[src/rtl/t03_timer_scheduler.sv]
// Multi-channel one-shot/periodic alarm scheduler over a free-running tick count.
// Expired channels are delivered one at a time, round-robin, over a valid/ack handshake.
module t03_timer_scheduler #(
  parameter int unsigned NUM_CH = 4,
  parameter int unsigned CNT_W  = 32,
  localparam int unsigned CH_W  = $clog2(NUM_CH)
) (
  input  logic              clk,
  input  logic              nrst,
  input  logic [CNT_W-1:0]  tick_count,
  input  logic              cfg_wr,
  input  logic [CH_W-1:0]   cfg_ch,
  input  logic              cfg_arm,
  input  logic              cfg_periodic,
  input  logic [CNT_W-1:0]  cfg_delay,
  input  logic [CNT_W-1:0]  cfg_period,
  output logic              irq_valid,
  output logic [CH_W-1:0]   irq_ch,
  output logic [CNT_W-1:0]  irq_time,
  input  logic              irq_ack,
  output logic [NUM_CH-1:0] armed,
  output logic [NUM_CH-1:0] pending,
  output logic [NUM_CH-1:0] overrun
);

  typedef enum logic {IrqIdle, IrqBusy} irq_state_e;

  logic [CNT_W-1:0]  deadline_q [NUM_CH];
  logic [CNT_W-1:0]  deadline_d [NUM_CH];
  logic [CNT_W-1:0]  period_q   [NUM_CH];
  logic [CNT_W-1:0]  period_d   [NUM_CH];
  logic [CNT_W-1:0]  last_dl_q  [NUM_CH];
  logic [CNT_W-1:0]  last_dl_d  [NUM_CH];
  logic [CNT_W-1:0]  diff       [NUM_CH];
  logic [NUM_CH-1:0] periodic_q, periodic_d;
  logic [NUM_CH-1:0] armed_q, armed_d;
  logic [NUM_CH-1:0] pending_q, pending_d;
  logic [NUM_CH-1:0] overrun_q, overrun_d;
  logic [NUM_CH-1:0] expire;

  irq_state_e       state_q, state_d;
  logic [CH_W-1:0]  irq_ch_q, irq_ch_d;
  logic [CNT_W-1:0] irq_time_q, irq_time_d;
  logic [CH_W-1:0]  rr_q, rr_d;
  logic [CH_W-1:0]  sel, idx;
  logic             found;
  logic             ack_fire;

  // Wrap-safe: at or past the deadline when the modular difference is non-negative.
  for (genvar g = 0; g < NUM_CH; g++) begin : g_expire
    assign diff[g]   = tick_count - deadline_q[g];
    assign expire[g] = armed_q[g] & ~diff[g][CNT_W-1];
  end

  assign ack_fire = (state_q == IrqBusy) && irq_ack;

  always_comb begin
    deadline_d = deadline_q;
    period_d   = period_q;
    last_dl_d  = last_dl_q;
    periodic_d = periodic_q;
    armed_d    = armed_q;
    pending_d  = pending_q;
    overrun_d  = overrun_q;
    for (int i = 0; i < NUM_CH; i++) begin
      if (expire[i]) begin
        pending_d[i] = 1'b1;
        if (pending_q[i]) overrun_d[i] = 1'b1;
        last_dl_d[i] = deadline_q[i];
        if (periodic_q[i]) deadline_d[i] = deadline_q[i] + period_q[i];
        else               armed_d[i]    = 1'b0;
      end else if (ack_fire && irq_ch_q == CH_W'(i)) begin
        pending_d[i] = 1'b0;
      end
      // A config write overrides any expiry on the same channel this cycle.
      if (cfg_wr && cfg_ch == CH_W'(i)) begin
        armed_d[i]   = cfg_arm;
        pending_d[i] = 1'b0;
        overrun_d[i] = 1'b0;
        if (cfg_arm) begin
          deadline_d[i] = tick_count + cfg_delay;
          period_d[i]   = cfg_period;
          periodic_d[i] = cfg_periodic && (cfg_period != '0);
        end
      end
    end
  end

  always_comb begin
    found = 1'b0;
    sel   = '0;
    idx   = '0;
    for (int k = 0; k < NUM_CH; k++) begin
      idx = rr_q + CH_W'(k);
      if (!found && pending_q[idx]) begin
        found = 1'b1;
        sel   = idx;
      end
    end
  end

  always_comb begin
    state_d    = state_q;
    irq_ch_d   = irq_ch_q;
    irq_time_d = irq_time_q;
    rr_d       = rr_q;
    unique case (state_q)
      IrqIdle: begin
        if (found) begin
          state_d    = IrqBusy;
          irq_ch_d   = sel;
          irq_time_d = last_dl_q[sel];
        end
      end
      IrqBusy: begin
        if (irq_ack) begin
          state_d = IrqIdle;
          rr_d    = irq_ch_q + CH_W'(1);
        end
      end
      default: state_d = IrqIdle;
    endcase
  end

  always_ff @(posedge clk or negedge nrst) begin
    if (!nrst) begin
      for (int i = 0; i < NUM_CH; i++) begin
        deadline_q[i] <= '0;
        period_q[i]   <= '0;
        last_dl_q[i]  <= '0;
      end
      periodic_q <= '0;
      armed_q    <= '0;
      pending_q  <= '0;
      overrun_q  <= '0;
      state_q    <= IrqIdle;
      irq_ch_q   <= '0;
      irq_time_q <= '0;
      rr_q       <= '0;
    end else begin
      deadline_q <= deadline_d;
      period_q   <= period_d;
      last_dl_q  <= last_dl_d;
      periodic_q <= periodic_d;
      armed_q    <= armed_d;
      pending_q  <= pending_d;
      overrun_q  <= overrun_d;
      state_q    <= state_d;
      irq_ch_q   <= irq_ch_d;
      irq_time_q <= irq_time_d;
      rr_q       <= rr_d;
    end
  end

  assign irq_valid = (state_q == IrqBusy);
  assign irq_ch    = irq_ch_q;
  assign irq_time  = irq_time_q;
  assign armed     = armed_q;
  assign pending   = pending_q;
  assign overrun   = overrun_q;

endmodule

[config.mk]
export PLATFORM = sky130hd
export DESIGN_NAME = t03_timer_scheduler
export DESIGN_NICKNAME = d
export VERILOG_FILES = /design/src/rtl/t03_timer_scheduler.sv
export SDC_FILE = /design/constraint.sdc
export NUM_CORES = 1
export LEC_CHECK = 0
export BUFFER_PORTS_ARGS = -buffer_cell sky130_fd_sc_hd__buf_2
export CORE_AREA = 2 2 197 277
export CTS_BUF_LIST = sky130_fd_sc_hd__clkbuf_8 sky130_fd_sc_hd__clkbuf_16
export DETAILED_ROUTE_END_ITERATION = 10
export DIE_AREA = 0 0 199 279
export HOLD_SLACK_MARGIN = 0.05
export PLACE_DENSITY_LB_ADDON = 0.3
export SLEW_MARGIN = 40
export SYNTH_ARGS = -nofsm -noshare
export SYNTH_HDL_FRONTEND = slang
export SYNTH_SLANG_ARGS = --single-unit
[constraint.sdc]
create_clock -name clk -period 3.9 [get_ports clk]
set_clock_uncertainty 0.15 [all_clocks]
set_input_delay 0.195 -clock clk [delete_from_list [all_inputs] [get_ports clk]]
set_output_delay 0.195 -clock clk [all_outputs]
set_load 0.01 [all_outputs]
Word level (Yosys, flattened, before mapping)
Index checks and enable logic that the tools add are counted.
{ "op_classes": {"n_addsub": 13, "order_cmp": 5, "n_eq_ne": 10, "muxes": 74, "bitwise": 10, "reduce_logical": 45} }
{ "op_table": {"columns": ["op", "n"], "rows": [
  ["$mux W32", 18],
  ["$add A32 B32 Y32", 5],
  ["$sub A32 B32 Y32", 4],
  ["$bmux W32 S2", 1],
  ["$mux W1", 46],
  ["$reduce_bool A32 Y1", 1],
  ["$reduce_and A2 Y1", 14],
  ["$reduce_bool A2 Y1", 8],
  ["$logic_and A1 B1 Y1", 13],
  ["$lt A2 B3 Y1 const B", 4],
  ["$reduce_bool A3 Y1", 4],
  ["$bmux W1 S2", 4],
  ["$eq A2 B2 Y1 const B", 4],
  ["$mux W2", 4],
  ["$ne A2 B1 Y1 const B", 4],
  ["$not A1 Y1", 5],
  ["$add A2 B1 Y2 const B", 2],
  ["$add A2 B2 Y2 const B", 2],
  ["$and A1 B1 Y1", 4],
  ["$eq A2 B1 Y1 const B", 2],
  ["$logic_not A2 Y1", 2],
  ["$ge A3 B3 Y1 const B", 1],
  ["$logic_not A1 Y1", 3],
  ["$not A2 Y3", 1],
  ["$pmux W1 S2", 1]
]} }
{ "totals": {"reg_bits": 437, "in_bits": 104, "output_inout_bits": 47, "word_cells": 189} }

Logic depth before layout (Yosys ltp)
{ "logic_depth": {"ltp_word": 16, "ltp_mapped": 14, "ltp_nobuf": 13} }

Worst setup path after synthesis
No wires, ideal clock.
{ "synth_path": {"path_type": "register to register", "startpoint": "reg deadline_q[96] in the netlist's numbering", "endpoint": "reg deadline_q[126] in the netlist's numbering", "setup_ns": 0.119, "arrival_time_ns": 3.055, "t_required_ns": 3.631, "setup_slack_ns": 0.576, "path_stages_with_launch": 13, "n_path_buf": 0, "period_less_slack_ns": 3.324, "path_cell_list": "dfrtp_1 -> ha_1 -> fa_1 -> a211oi_1 -> o21bai_1 -> o211ai_1 -> o21ai_0 -> a211oi_1 -> a21oi_1 -> a211oi_1 -> o211ai_1 -> a311o_1 -> o21a_1"} }
{ "synth_rtl": {"columns": ["element", "line_no", "rtl"], "rows": [
  ["start, declared", "28", "logic [CNT_W-1:0] deadline_q [NUM_CH];"],
  ["start signal, assigned", "141", "deadline_q <= deadline_d;"]
]} }

==> summary.txt <==
Synthesis
  • Post-Synth Adder-Cell Area: 12.4%
  • Synth Area in Compound Gates: 20.0%
  • Cells after synthesis: 3510
  • Mux share of post-synthesis cell area: 1.90%
  • Mapped Area: 0.0289 mm²
  • Number of synthesized flops with an enable pin: 0
  • Yosys reg bits: 437
  • Area fraction of the dominant cell type after synthesis: 37.9%
  • Post-Syn Area per Cell: 8.22 µm²
  • Post-synthesis xor/xnor area fraction: 4.22%
  • FFs w/ async S/R, synth: 100%
  • Synth cell types: 74
  • Prevailing post-synth register cell: dfrtp_1
  • Synth warn: 0
  • Leading post-synthesis cells by cell area: dfrtp_1 38%, ha_1 12%, nand2_1 12%, o21ai_0 5.2%, a21oi_1 4.4%
  • Largest family of logic cells by synthesized area: compound AO/OA/AOI/OAI gates
  • Synth area leader: dfrtp_1
  • Sequential-to-total area share from yosys stat: 37.9%
  • Simple-Gate Fraction of Synth Area: 19.4%
  • Syn Nets: 3898

Layout
  • Fill cells: 4720
  • Post-Layout Cell Count: 4448
  • Multi-input combinational cell area: 0.0169 mm²
  • Fin area: 0.0331 mm²
  • P&R area growth vs syn: 14.6%
  • Register area: 0.0109 mm²
  • Final Core Density: 62.5%
  • Layout cell share with drive strength beyond 1: 10.4%
  • Nets: 4086

Timing
  • Max-Slew Margin vs Limit: 39.9%
  • Fmax: 261 MHz
  • Count of pins over their slew limit: 0
  • Post-Route Setup TNS: 0 ns
  • Final Hold Viols: 0
  • Period minus WS final: 3.83 ns
  • Setup Viol. Count Final: 0
  • RSZ-0062 raised after global routing: no
  • Tcrit/Tclk final: 98.2%
  • Worst-Margin Slew: 0.893 ns

Detailed routing
  • 1st-pass router iterations: 5
  • WL final: 91700 µm
  • Wire length per cell: 20.6 µm
  • DRC: 0
  • Drt initial violations: 1880
  • Vias: 26400
  • Post-route ant nets: 0
  • Via-to-Cell Ratio: 5.94

Status
  • Status: complete, no violations

Placement
  • Placed Instances: 4323
  • Placed cell areas: 0.0310 mm²
  • Port buffer count: 150
  • HPWL after detailed placement: 72100 µm
  • RePlAce Congestion: 0.986

Clock network
  • Worst skew pair latency: 0.61 ns
  • TritonCTS buffer count: 45
  • Clk root buf: clkbuf_16
  • Clock Path Buffers: 3
  • H-tree depth: 2
  • Setup bufs post-CTS: 0
  • CTS tree: yes
  • Clock Sinks: 437
  • Clk slew on worst S/H paths: 0.06 ns

Floorplan
  • Die Span X: 199 µm
  • Die Area: 0.0555 mm²
  • Area of the core: 0.0529 mm²
  • I/O pin count: 151
  • Die height: 279 µm
  • Initial core utilization: 54.5%
  • FP Rows: 100

Global routing
  • Vias in the first global route: 25700
  • Largest net degree at the start of global routing: 76
  • Gr ovfl total: 0
  • Total Routing Usage GR: 33.4%
  • Initial antenna violation count: 0
  • First-pass GRT wire length: 142000 µm

Power and ir drop
  • Leakage: 16.6 nW
  • Pwr per Cell Area: 788 mW/mm²
  • Worst VDD drop: 395 µV

Worst setup path
  • Crit path capture type: flop
  • Crit Path Category: reg -> reg
  • Worst EP required: 4.18 ns
  • Critical Path AT: 4.11 ns
  • Crit path max fanout: 19
  • Worst Setup Start Kind: flop

Run
  • Max Cap Viol: 0

Hold path
  • HP Class: in -> async
cells in the mapped netlist (9+ instances only):
library cell / number
mux2i_1: 38
or2_2: 11
xor2_1: 59
ha_1: 279
o31ai_1: 10
nand4_1: 29
a2111oi_0: 11
a31o_2: 9
a31oi_1: 37
a211oi_1: 31
o21bai_1: 17
nor4_1: 12
nor2_1: 167
nand2_1: 904
or3_1: 9
xnor2_1: 80
nor3_1: 18
nor2b_1: 20
o21ai_0: 300
o211ai_1: 21
o22ai_1: 59
dfrtp_1: 437
inv_1: 162
buf_1: 12
a21oi_1: 252
mux2_2: 15
and3_1: 24
o21a_1: 21
a21o_1: 102
nand3_1: 86
clkbuf_1: 128
nand2b_1: 21
layout by cell type, fill, tap and decap left out, drive strengths merged, types with 11 or more instances in the layout:
cell / instances
ha: 279
a31oi: 37
dfrtp: 437
nor2b: 20
buf: 246
nand2b: 21
nor3: 18
nand2: 905
mux2: 15
inv: 168
a21o: 102
nand3: 86
xnor2: 80
nor2: 169
or2: 11
o21a: 21
o21ai: 306
nor4: 12
a21oi: 252
and3: 24
o211ai: 21
clkbuf: 60
a211oi: 31
o22ai: 59
dlygate4sd3: 41
mux2i: 38
a2111oi: 13
o21bai: 17
xor2: 59
nand4: 29
sequential cells by signal, summed over array words and instances (netlist names):
signal and flops:
armed 4, deadline_q 128, irq_ch 2, irq_time 32
irq_valid 1, last_dl_q 128, overrun 4, pending 4
period_q 128, periodic_q 4, rr_q 2
what timing repair did:
item,CTS,global route
pin swaps,0,0
hold endpoints to repair,456,0
endpoints found under the setup margin,33,47
resized for setup,3,6
hold buffers,42,0
path summary, 6_finish.rpt:
kind                       slack, ns           start             end  cells past startpoint
setup / recovery                0.07  deadline_q[52]  deadline_q[57]                     13
hold / removal                   0.1            nrst    period_q[68]                      3
setup reg to reg                0.07  deadline_q[52]  deadline_q[57]                     13
hold reg to reg                 0.32    irq_time[29]    irq_time[29]                      2
max in group asynchronous       2.77            nrst   last_dl_q[56]                      4
min in group clk                0.10    cfg_delay[1]  deadline_q[33]                      4
report_power, final:
part           switching [mW]  total, mW  internal [mW]
Sequential               1.51       7.75           6.24
Clock                    1.90       4.59           2.69
Combinational            8.23       13.7           5.48
Total                    11.6       26.1           14.4
critical path, stage by stage, from the launching register on:
cell and delay [ns]:
dfrtp_1 0.39, inv_1 0.08, ha_1 0.29, a21o_1 0.16, a21o_1 0.17, a221o_1 0.44
a2111oi_4 0.53, nand2_1 0.18, or4b_4 0.61, nand2_2 0.16, buf_12 0.18, nor2_1 0.05
a211oi_1 0.20, a21oi_1 0.07
layout make-up:
type / instances / area share (%)
timing repair buffer: 287 / 6.55
tap: 714 / 2.70
clock inverter: 21 / 0.696
inverter: 162 / 1.84
sequential: 437 / 33.1
multi-input combinational: 2765 / 51.1
clock buffer: 60 / 4.06
antenna: 2 / 0.0151
cell families (layout without fill, tap and decap cells):
logic type                 Yosys count  in the layout
buffers and inverters              308            530
and+or+nand+nor                   1336           1336
AOI/OAI and AO/OA                  953            953
DFF                                437            437
muxes                               53             53
adders and majority gates          284            284
xor gates and xnor gates           139            139
other                                0              2
per-stage QoR:
step | setup WS [ns] | power, mW | hold WS [ns]
2_1_floorplan | 0.576 | 16.7 | -0.251
3_3_place_gp | -0.0677 | 20.8 | 0.178
3_5_place_dp | -0.101 | 21.1 | 0.0311
4_1_cts | 0.0301 | 25.8 | 0.0527
5_1_grt | 0.0130 | 28.0 | 0.111
6_report | 0.0687 | 26.1 | 0.0994
routing by layer:
metal / global-route usage [%] / part of all wire, %
met5: 0 / 0
met1: 44.4 / 42
met4: 13.6 / 4.2
met2: 54.5 / 46
met3: 5.10 / 7.4
(Power assumes the default switching activity.)
